### config.mk
export PLATFORM = sky130hd
export DESIGN_NAME = matmul_seq_ctrl
export DESIGN_NICKNAME = d
export VERILOG_FILES = /design/src/rtl/matmul_pkg.sv /design/src/rtl/ctrl_delay_line.sv /design/src/rtl/matmul_seq_ctrl.sv
export SDC_FILE = /design/constraint.sdc
export NUM_CORES = 1
export LEC_CHECK = 0
export ABC_AREA = 1
export ABC_CLOCK_PERIOD_IN_PS = 2200
export CAP_MARGIN = 20
export CORE_MARGIN = 4
export CORE_UTILIZATION = 58
export CTS_CLUSTER_DIAMETER = 80
export DETAILED_ROUTE_END_ITERATION = 10
export GPL_TIMING_DRIVEN = 0
export PLACE_DENSITY = 0.82
export SETUP_SLACK_MARGIN = 0.4
export SLEW_MARGIN = 25
export SYNTH_ARGS = -nofsm -noshare
export SYNTH_HDL_FRONTEND = slang
export SYNTH_HIERARCHICAL = 1
export SYNTH_SLANG_ARGS = --single-unit
### constraint.sdc
create_clock -name clk_fast -period 2.2 [get_ports clk_fast]
set_clock_uncertainty 0.15 [all_clocks]
set_input_delay 0.44 -clock clk_fast [delete_from_list [all_inputs] [get_ports clk_fast]]
set_output_delay 0.44 -clock clk_fast [all_outputs]
set_load 0.01 [all_outputs]
### src/rtl/matmul_pkg.sv
// Shared types and helpers for the complex matrix-multiply sequencer.
//   state_t     : sequencer states
//   dl_entry_t  : one delay-line slot {valid, first, last, idx}
//   LAT_DEFAULT : default address-to-accumulator latency in ce ticks
//   addr_w()    : address width for a DIM x DIM matrix
package matmul_pkg;

  typedef enum logic [1:0] {
    IDLE  = 2'd0,
    RUN   = 2'd1,
    DRAIN = 2'd2,
    DONE  = 2'd3
  } state_t;

  localparam int LAT_DEFAULT = 3;

  // idx is sized for the largest matrix we expect to sequence (256x256);
  // smaller instances simply carry zeros in the upper bits.
  localparam int IDX_W = 16;

  typedef struct packed {
    logic             valid;
    logic             first;
    logic             last;
    logic [IDX_W-1:0] idx;
  } dl_entry_t;

  // Bits needed to address DIM*DIM elements; a 1x1 matrix still gets one bit.
  function automatic int addr_w(input int dim);
    return (dim <= 1) ? 1 : $clog2(dim * dim);
  endfunction

endpackage

### src/rtl/ctrl_delay_line.sv
// Fixed-depth shift register that carries per-issue control info alongside
// the datapath latency.
//   clk_fast : clock
//   rst      : synchronous active-high clear of every stage
//   i_en     : shift enable (one stage per enabled cycle)
//   i_din    : word entering stage 0
//   o_tail   : registered output of the last stage
module ctrl_delay_line #(
  parameter int WIDTH = 8,
  parameter int DEPTH = 3
) (
  input  logic             clk_fast,
  input  logic             rst,
  input  logic             i_en,
  input  logic [WIDTH-1:0] i_din,
  output logic [WIDTH-1:0] o_tail
);

  // w_tap[n] feeds stage n; w_tap[DEPTH] is the tail.
  logic [DEPTH:0][WIDTH-1:0] w_tap;

  assign w_tap[0] = i_din;

  genvar gi;
  generate
    for (gi = 0; gi < DEPTH; gi++) begin : g_stage
      logic [WIDTH-1:0] r_q;

      always_ff @(posedge clk_fast) begin
        if (rst) begin
          r_q <= '0;
        end else if (i_en) begin
          r_q <= w_tap[gi];
        end
      end

      assign w_tap[gi+1] = r_q;
    end
  endgenerate

  assign o_tail = w_tap[DEPTH];

endmodule

### src/rtl/matmul_seq_ctrl.sv
// Sequencer for the DIM x DIM complex matrix-multiply datapath. A start
// pulse walks (i,j,k) row-major, issuing M1/M2 read addresses one per ce
// tick, and drives the accumulator clear/enable and per-element flag after
// LAT ticks of datapath latency.
//   clk_fast     : clock
//   rst          : synchronous active-high reset (aborts a run, no done)
//   ce           : advance enable
//   start        : run request, sampled only in IDLE
//   read_addr_M1 : {i,k}      read_addr_M2 : {k,j}
//   acc_clr      : accumulator loads instead of adds (first term)
//   acc_en       : accumulator captures this cycle
//   flag_out     : accumulator holds final value of element out_addr
//   out_addr     : element index {i,j} aligned with acc_en/flag_out
//   busy         : not in IDLE      done : one-cycle completion pulse
module matmul_seq_ctrl
  import matmul_pkg::*;
#(
  parameter int DIM    = 32,
  parameter int LAT    = LAT_DEFAULT,
  parameter int ADDR_W = addr_w(DIM)
) (
  input  logic              clk_fast,
  input  logic              rst,
  input  logic              ce,
  input  logic              start,
  output logic [ADDR_W-1:0] read_addr_M1,
  output logic [ADDR_W-1:0] read_addr_M2,
  output logic              acc_clr,
  output logic              acc_en,
  output logic              flag_out,
  output logic [ADDR_W-1:0] out_addr,
  output logic              busy,
  output logic              done
);

  localparam int              CNT_W   = (DIM > 1) ? $clog2(DIM) : 1;
  localparam logic [CNT_W-1:0] CNT_MAX = CNT_W'(DIM - 1);
  localparam int              DRN_W   = $clog2(LAT + 1);
  localparam logic [DRN_W-1:0] DRN_MAX = DRN_W'(LAT - 1);

  state_t            r_state, w_state_next;
  logic [CNT_W-1:0]  r_i, r_j, r_k;
  logic [DRN_W-1:0]  r_drn;
  logic [ADDR_W-1:0] r_addr_m1, r_addr_m2;
  logic [ADDR_W-1:0] w_addr_m1, w_addr_m2, w_idx;
  logic              w_issue, w_drain_tick, w_finish, w_last_issue;
  dl_entry_t         w_push, w_tail;
  logic              w_unused_tail;

  // Row-major addresses are plain concatenations of the counters; a 1x1
  // matrix has a single element at address 0.
  generate
    if (DIM == 1) begin : g_addr_one
      assign w_addr_m1 = '0;
      assign w_addr_m2 = '0;
      assign w_idx     = '0;
    end else begin : g_addr_cat
      assign w_addr_m1 = {r_i, r_k};
      assign w_addr_m2 = {r_k, r_j};
      assign w_idx     = {r_i, r_j};
    end
  endgenerate

  assign w_last_issue = (r_i == CNT_MAX) && (r_j == CNT_MAX) && (r_k == CNT_MAX);

  always_ff @(posedge clk_fast) begin
    if (rst) begin
      r_state <= IDLE;
    end else begin
      r_state <= w_state_next;
    end
  end

  always_comb begin
    w_state_next = r_state;
    w_issue      = 1'b0;
    w_drain_tick = 1'b0;
    w_finish     = 1'b0;
    busy         = 1'b1;
    done         = 1'b0;
    case (r_state)
      IDLE: begin
        busy = 1'b0;
        if (start) w_state_next = RUN;
      end
      RUN: begin
        if (ce) begin
          w_issue = 1'b1;
          if (w_last_issue) w_state_next = DRAIN;
        end
      end
      DRAIN: begin
        if (ce) begin
          w_drain_tick = 1'b1;
          if (r_drn == DRN_MAX) w_state_next = DONE;
        end
      end
      DONE: begin
        done         = 1'b1;
        w_finish     = 1'b1;
        w_state_next = IDLE;
      end
      default: w_state_next = IDLE;
    endcase
  end

  always_ff @(posedge clk_fast) begin
    if (rst) begin
      r_i       <= '0;
      r_j       <= '0;
      r_k       <= '0;
      r_drn     <= '0;
      r_addr_m1 <= '0;
      r_addr_m2 <= '0;
    end else begin
      if (w_issue) begin
        r_addr_m1 <= w_addr_m1;
        r_addr_m2 <= w_addr_m2;
        if (r_k == CNT_MAX) begin
          r_k <= '0;
          if (r_j == CNT_MAX) begin
            r_j <= '0;
            r_i <= (r_i == CNT_MAX) ? '0 : r_i + 1'b1;
          end else begin
            r_j <= r_j + 1'b1;
          end
        end else begin
          r_k <= r_k + 1'b1;
        end
      end
      if (w_drain_tick) r_drn <= r_drn + 1'b1;
      // Final-issue addresses stay put through DRAIN and clear on the way
      // back to IDLE.
      if (w_finish) begin
        r_drn     <= '0;
        r_addr_m1 <= '0;
        r_addr_m2 <= '0;
      end
    end
  end

  // Outside RUN the line is fed invalid slots, which is what drains it.
  always_comb begin
    w_push = '0;
    if (w_issue) begin
      w_push.valid = 1'b1;
      w_push.first = (r_k == '0);
      w_push.last  = (r_k == CNT_MAX);
      w_push.idx   = IDX_W'(w_idx);
    end
  end

  ctrl_delay_line #(
    .WIDTH($bits(dl_entry_t)),
    .DEPTH(LAT)
  ) u_delay (
    .clk_fast(clk_fast),
    .rst     (rst),
    .i_en    (ce),
    .i_din   (w_push),
    .o_tail  (w_tail)
  );

  assign read_addr_M1 = r_addr_m1;
  assign read_addr_M2 = r_addr_m2;
  assign acc_en       = w_tail.valid & ce;
  assign acc_clr      = w_tail.valid & w_tail.first & ce;
  assign flag_out     = w_tail.valid & w_tail.last & ce;
  assign out_addr     = w_tail.idx[ADDR_W-1:0];

  // Upper idx bits only matter for larger matrices.
  assign w_unused_tail = ^w_tail;

endmodule

Yosys cells after proc, flatten, opt, wreduce, memory -nomap -nowiden. Index checks and enable logic that the tools add are counted. W data, S select, Z words.

Input port bits: 4. Output and inout bits: 35. Register bits: 96. Word-level logic and storage cells: 54.

Equal/unequal tests: 12. Add/subtract/negate cells: 4. Bitwise gates (word level): 5. Reduce and logical (&&, ||, !) cells: 8. Muxes and demuxes: 15.

Operators with widths (number): $mux W19 (1); $add A5 B1 Y5 const B (3); $eq A5 B5 Y1 const B (3); $mux W5 (3); $mux W2 (5); $ne A2 B2 Y1 const B (5); $pmux W2 S4 (1); $eq A2 B2 Y1 const B (3); $and A1 B1 Y1 (5); $logic_not A5 Y1 (1); $mux W1 (5); $reduce_and A5 Y1 (1); $reduce_and A3 Y1 (1); $add A2 B1 Y2 const B (1); $eq A2 B1 Y1 const B (1); $logic_and A1 B1 Y1 (2); $logic_not A2 Y1 (1); $reduce_and A2 Y1 (1); $reduce_or A2 Y1 (1).

Longest topological paths before layout.
Word-level depth: 6. Depth in mapped cells: 11. Gate-level depth less buffers: 10.

Modules after synthesis. Netlist, hierarchy kept.

Modules (own cells, without submodules): ctrl_delay_line (cells each 362, instances 1, area an instance 2359.8 µm², sequential area each 1141.1 µm²); matmul_seq_ctrl (cells each 234, instances 1, area an instance 1742.9 µm², sequential area each 680.7 µm²).

Least setup slack after synthesis. No wires, ideal clock.

Path kind: register -> register. Start: reg r_j[0]. End: reg r_state[0]. Data required time: 1937 ps. Slack: 557 ps. Arrival time: 1380 ps. Path buffers: 0. Cell stages (with the launch flop): 10. Clock period less this slack: 1643 ps. Cell sequence: dfxtp_1 ha_1 inv_1 nor3_1 ha_1 nand2_1 o21ai_0 nand3_1 nand2_1 nor2_1.

Cells in the longest elaborated chain, start to end: 5.

Ends and longest elaborated chain: start: declaration (line matmul_seq_ctrl.sv:42) `logic [CNT_W-1:0] r_i, r_j, r_k;`; start signal: assignment (line matmul_seq_ctrl.sv:125) `r_j <= r_j + 1'b1;`; $eq A5 B5 Y1 (line matmul_seq_ctrl.sv:64) `assign w_last_issue = (r_i == CNT_MAX) && (r_j == CNT_MAX) && (r_k == CNT_MAX);`; $logic_and A1 B1 Y1 (2 in a row) (line matmul_seq_ctrl.sv:64); $ne A2 B2 Y1 (no line); $reduce_and A5 Y1 (no line); end signal: assignment (line matmul_seq_ctrl.sv:70) `r_state <= w_state_next;`; end: declaration (line matmul_seq_ctrl.sv:41) `state_t r_state, w_state_next;`.

No other way between the ends. A chain may end at the register's enable or synchronous reset.

==> out/qor.yml <==
status: "finished clean"
postSynthCellCount: 487
p_leak_uw: 0.00199
post-place-ws_ps: 58.1
timing.final.crit_share_pct: 81.8
crit_type: "in2reg"
syn2layout_area_growth_pct: 21.9
grt-ovfl-total: 0
grt_max_degree: 14
slew_headroom_pct: 79.3
wirelength_um: 7520
cap_viol_max_count: 0
row_count: 27
avgViaCountPerCell: 4.93
clk_pin_slew_ps: 80
crit_path_end_kind: "flip-flop"
fin_nets: 556
fp.dieW_um: 84.6
routedWlPerCell_um: 12.2
die_h_um: 84.6
path_max_fanout: 10
fin_area_mm2: 0.00415
peakVddDrop_v: 0.000559
drt_pass1_iterations: 5
clkLatencyLatePin_ps: 360
cts_hold_buf: 0
finalSetupTns_ps: 0
cts_made_buffers: 9
cts_tree: "done"
fmax_mhz: 556
grt_pass1_wl_um: 12900
finalCriticalPeriod_ps: 1800
rsz0062_at_grt: "true"
htree_levels: 3
final_max_slew_viol_count: 0
hold_viol_final: 0
place_area_mm2: 0.00386
p_per_area_mw_per_mm2: 826
via_count: 3043
drc: 0
dpl.cell_count: 596
antennaDiodeCount: 0
setup_violations: 0
hold_path.class: "in2reg"
stdcell_count: 617
initial_core_util_pct: 60.6
worst_pin_slew_ps: 309
die_area_mm2: 0.00715
synth_nets: 503
timing.final.ws_setup_ps: 401
critPathRequiredTime_ps: 2310
clock_path_buffers: 2
coreArea_mm2: 0.00561
design.portCount: 39
arrival_ps: 1910
antenna_found_initial: 0
track_usage_pct: 22.2
root_buffer: "clkbuf_8"
io_buffers: 37
grt_pass1_vias: 2963
yosysWarnings: 6
hpwl_um: 5190
gp_congestion: 0.812
clock_sinks: 73
synth_area_mm2: 0.00340
critPathLaunchType: "input pin"
drt_iter0_drc: 200
power_uw: 3420
synth.avg_cell_area_um2: 6.98
ant_nets: 0
drive_gt1_share_pct: 16.3
==> through the flow <==
step	util, %	hold slack, ps
after global routing	73.9	274
final	73.9	270
after detailed placement	68.9	308
after CTS	72.9	263
after floorplan	-	284
after global placement	68.9	303
==> metal layers <==
| layer | GRT usage (%) | wire length [um] |
|---|---|---|
| met1 | 26.6 | 3310 |
| met4 | 10.2 | 240 |
| met3 | 5.40 | 441 |
| met5 | 0 | 0 |
| met2 | 37.4 | 3520 |
==> worst paths after layout <==
kind,startpoint,to,slack (ps),depth (start not counted)
worst max-delay path,rst,r_i[3]$_SDFFE_PP0P_,400,6
worst max register to register,r_state[1]$_SDFFE_PP0P_,u_delay/g_stage[0].r_q[6]$_SDFFE_PP0P_,460,11
worst min register to register,read_addr_M1[8]$_SDFFE_PP0P_,read_addr_M1[8]$_SDFFE_PP0P_,310,2
worst min-delay path,ce,r_drn[0]$_SDFFE_PP0P_,270,3
==> where the power goes <==
part / internal, uW / switching (uW) / total, uW
registers: 1430 / 72.6 / 1500
clock network: 637 / 525 / 1160
logic: 307 / 454 / 761
==> what timing repair did <==
| action | in CTS | in global routing |
|---|---|---|
| endpoints found under the setup margin | 48 | 33 |
| setup buffers | 3 | 1 |
| pin swaps | 2 | 11 |
| cloned | 1 | 0 |
| resized for setup | 45 | 22 |
==> cell usage in the layout, fill, tap and decap left out, types with 2 or more instances in the layout <==
master           instances
nor2_1                 115
nand2_1                108
inv_1                   75
dfxtp_1                 62
dlygate4sd2_1           32
a21oi_1                 21
buf_6                   11
buf_2                   10
buf_4                   10
o21ai_0                  9
clkbuf_8                 9
nand3_1                  8
dfxtp_2                  8
inv_2                    6
ha_1                     6
nor2_4                   5
o21ai_1                  4
ha_2                     4
nor3_1                   3
nor2_2                   3
dfxtp_4                  3
nand2_4                  2
nor3_2                   2
a211oi_1                 2
nand3_2                  2
ha_4                     2
bufinv_16                2
clkinv_4                 2
clkinv_2                 2
clkdlybuf4s50_1          2
clkdlybuf4s15_1          2
clkbuf_1                 2
==> registers in the layout, summed over array words and instances, names as in the netlist <==
signal               flops
r_drn                    2
r_i                      5
r_j                      5
r_k                      5
r_state                  2
read_addr_M1            10
read_addr_M2             5
u_delay/g_stage.r_q     26
u_delay/o_tail          13
==> cell type report <==
type                       count  area, um2
sequential                    73       1480
fill                         462       1460
multi-input combinational    303       1460
timing repair buffer          41        355
inverter                      83        314
buffer                        29        226
clock buffer                   9        124
clock inverter                 7       95.1
tap                           72       90.1
==> critical path, stage by stage <==
cell	delay, ps
clkdlybuf4s50_1	650
clkinv_1	340
nand2_1	180
inv_1	110
o21ai_1	140
nor2_1	50
Power figures use the tool's default switching activity.
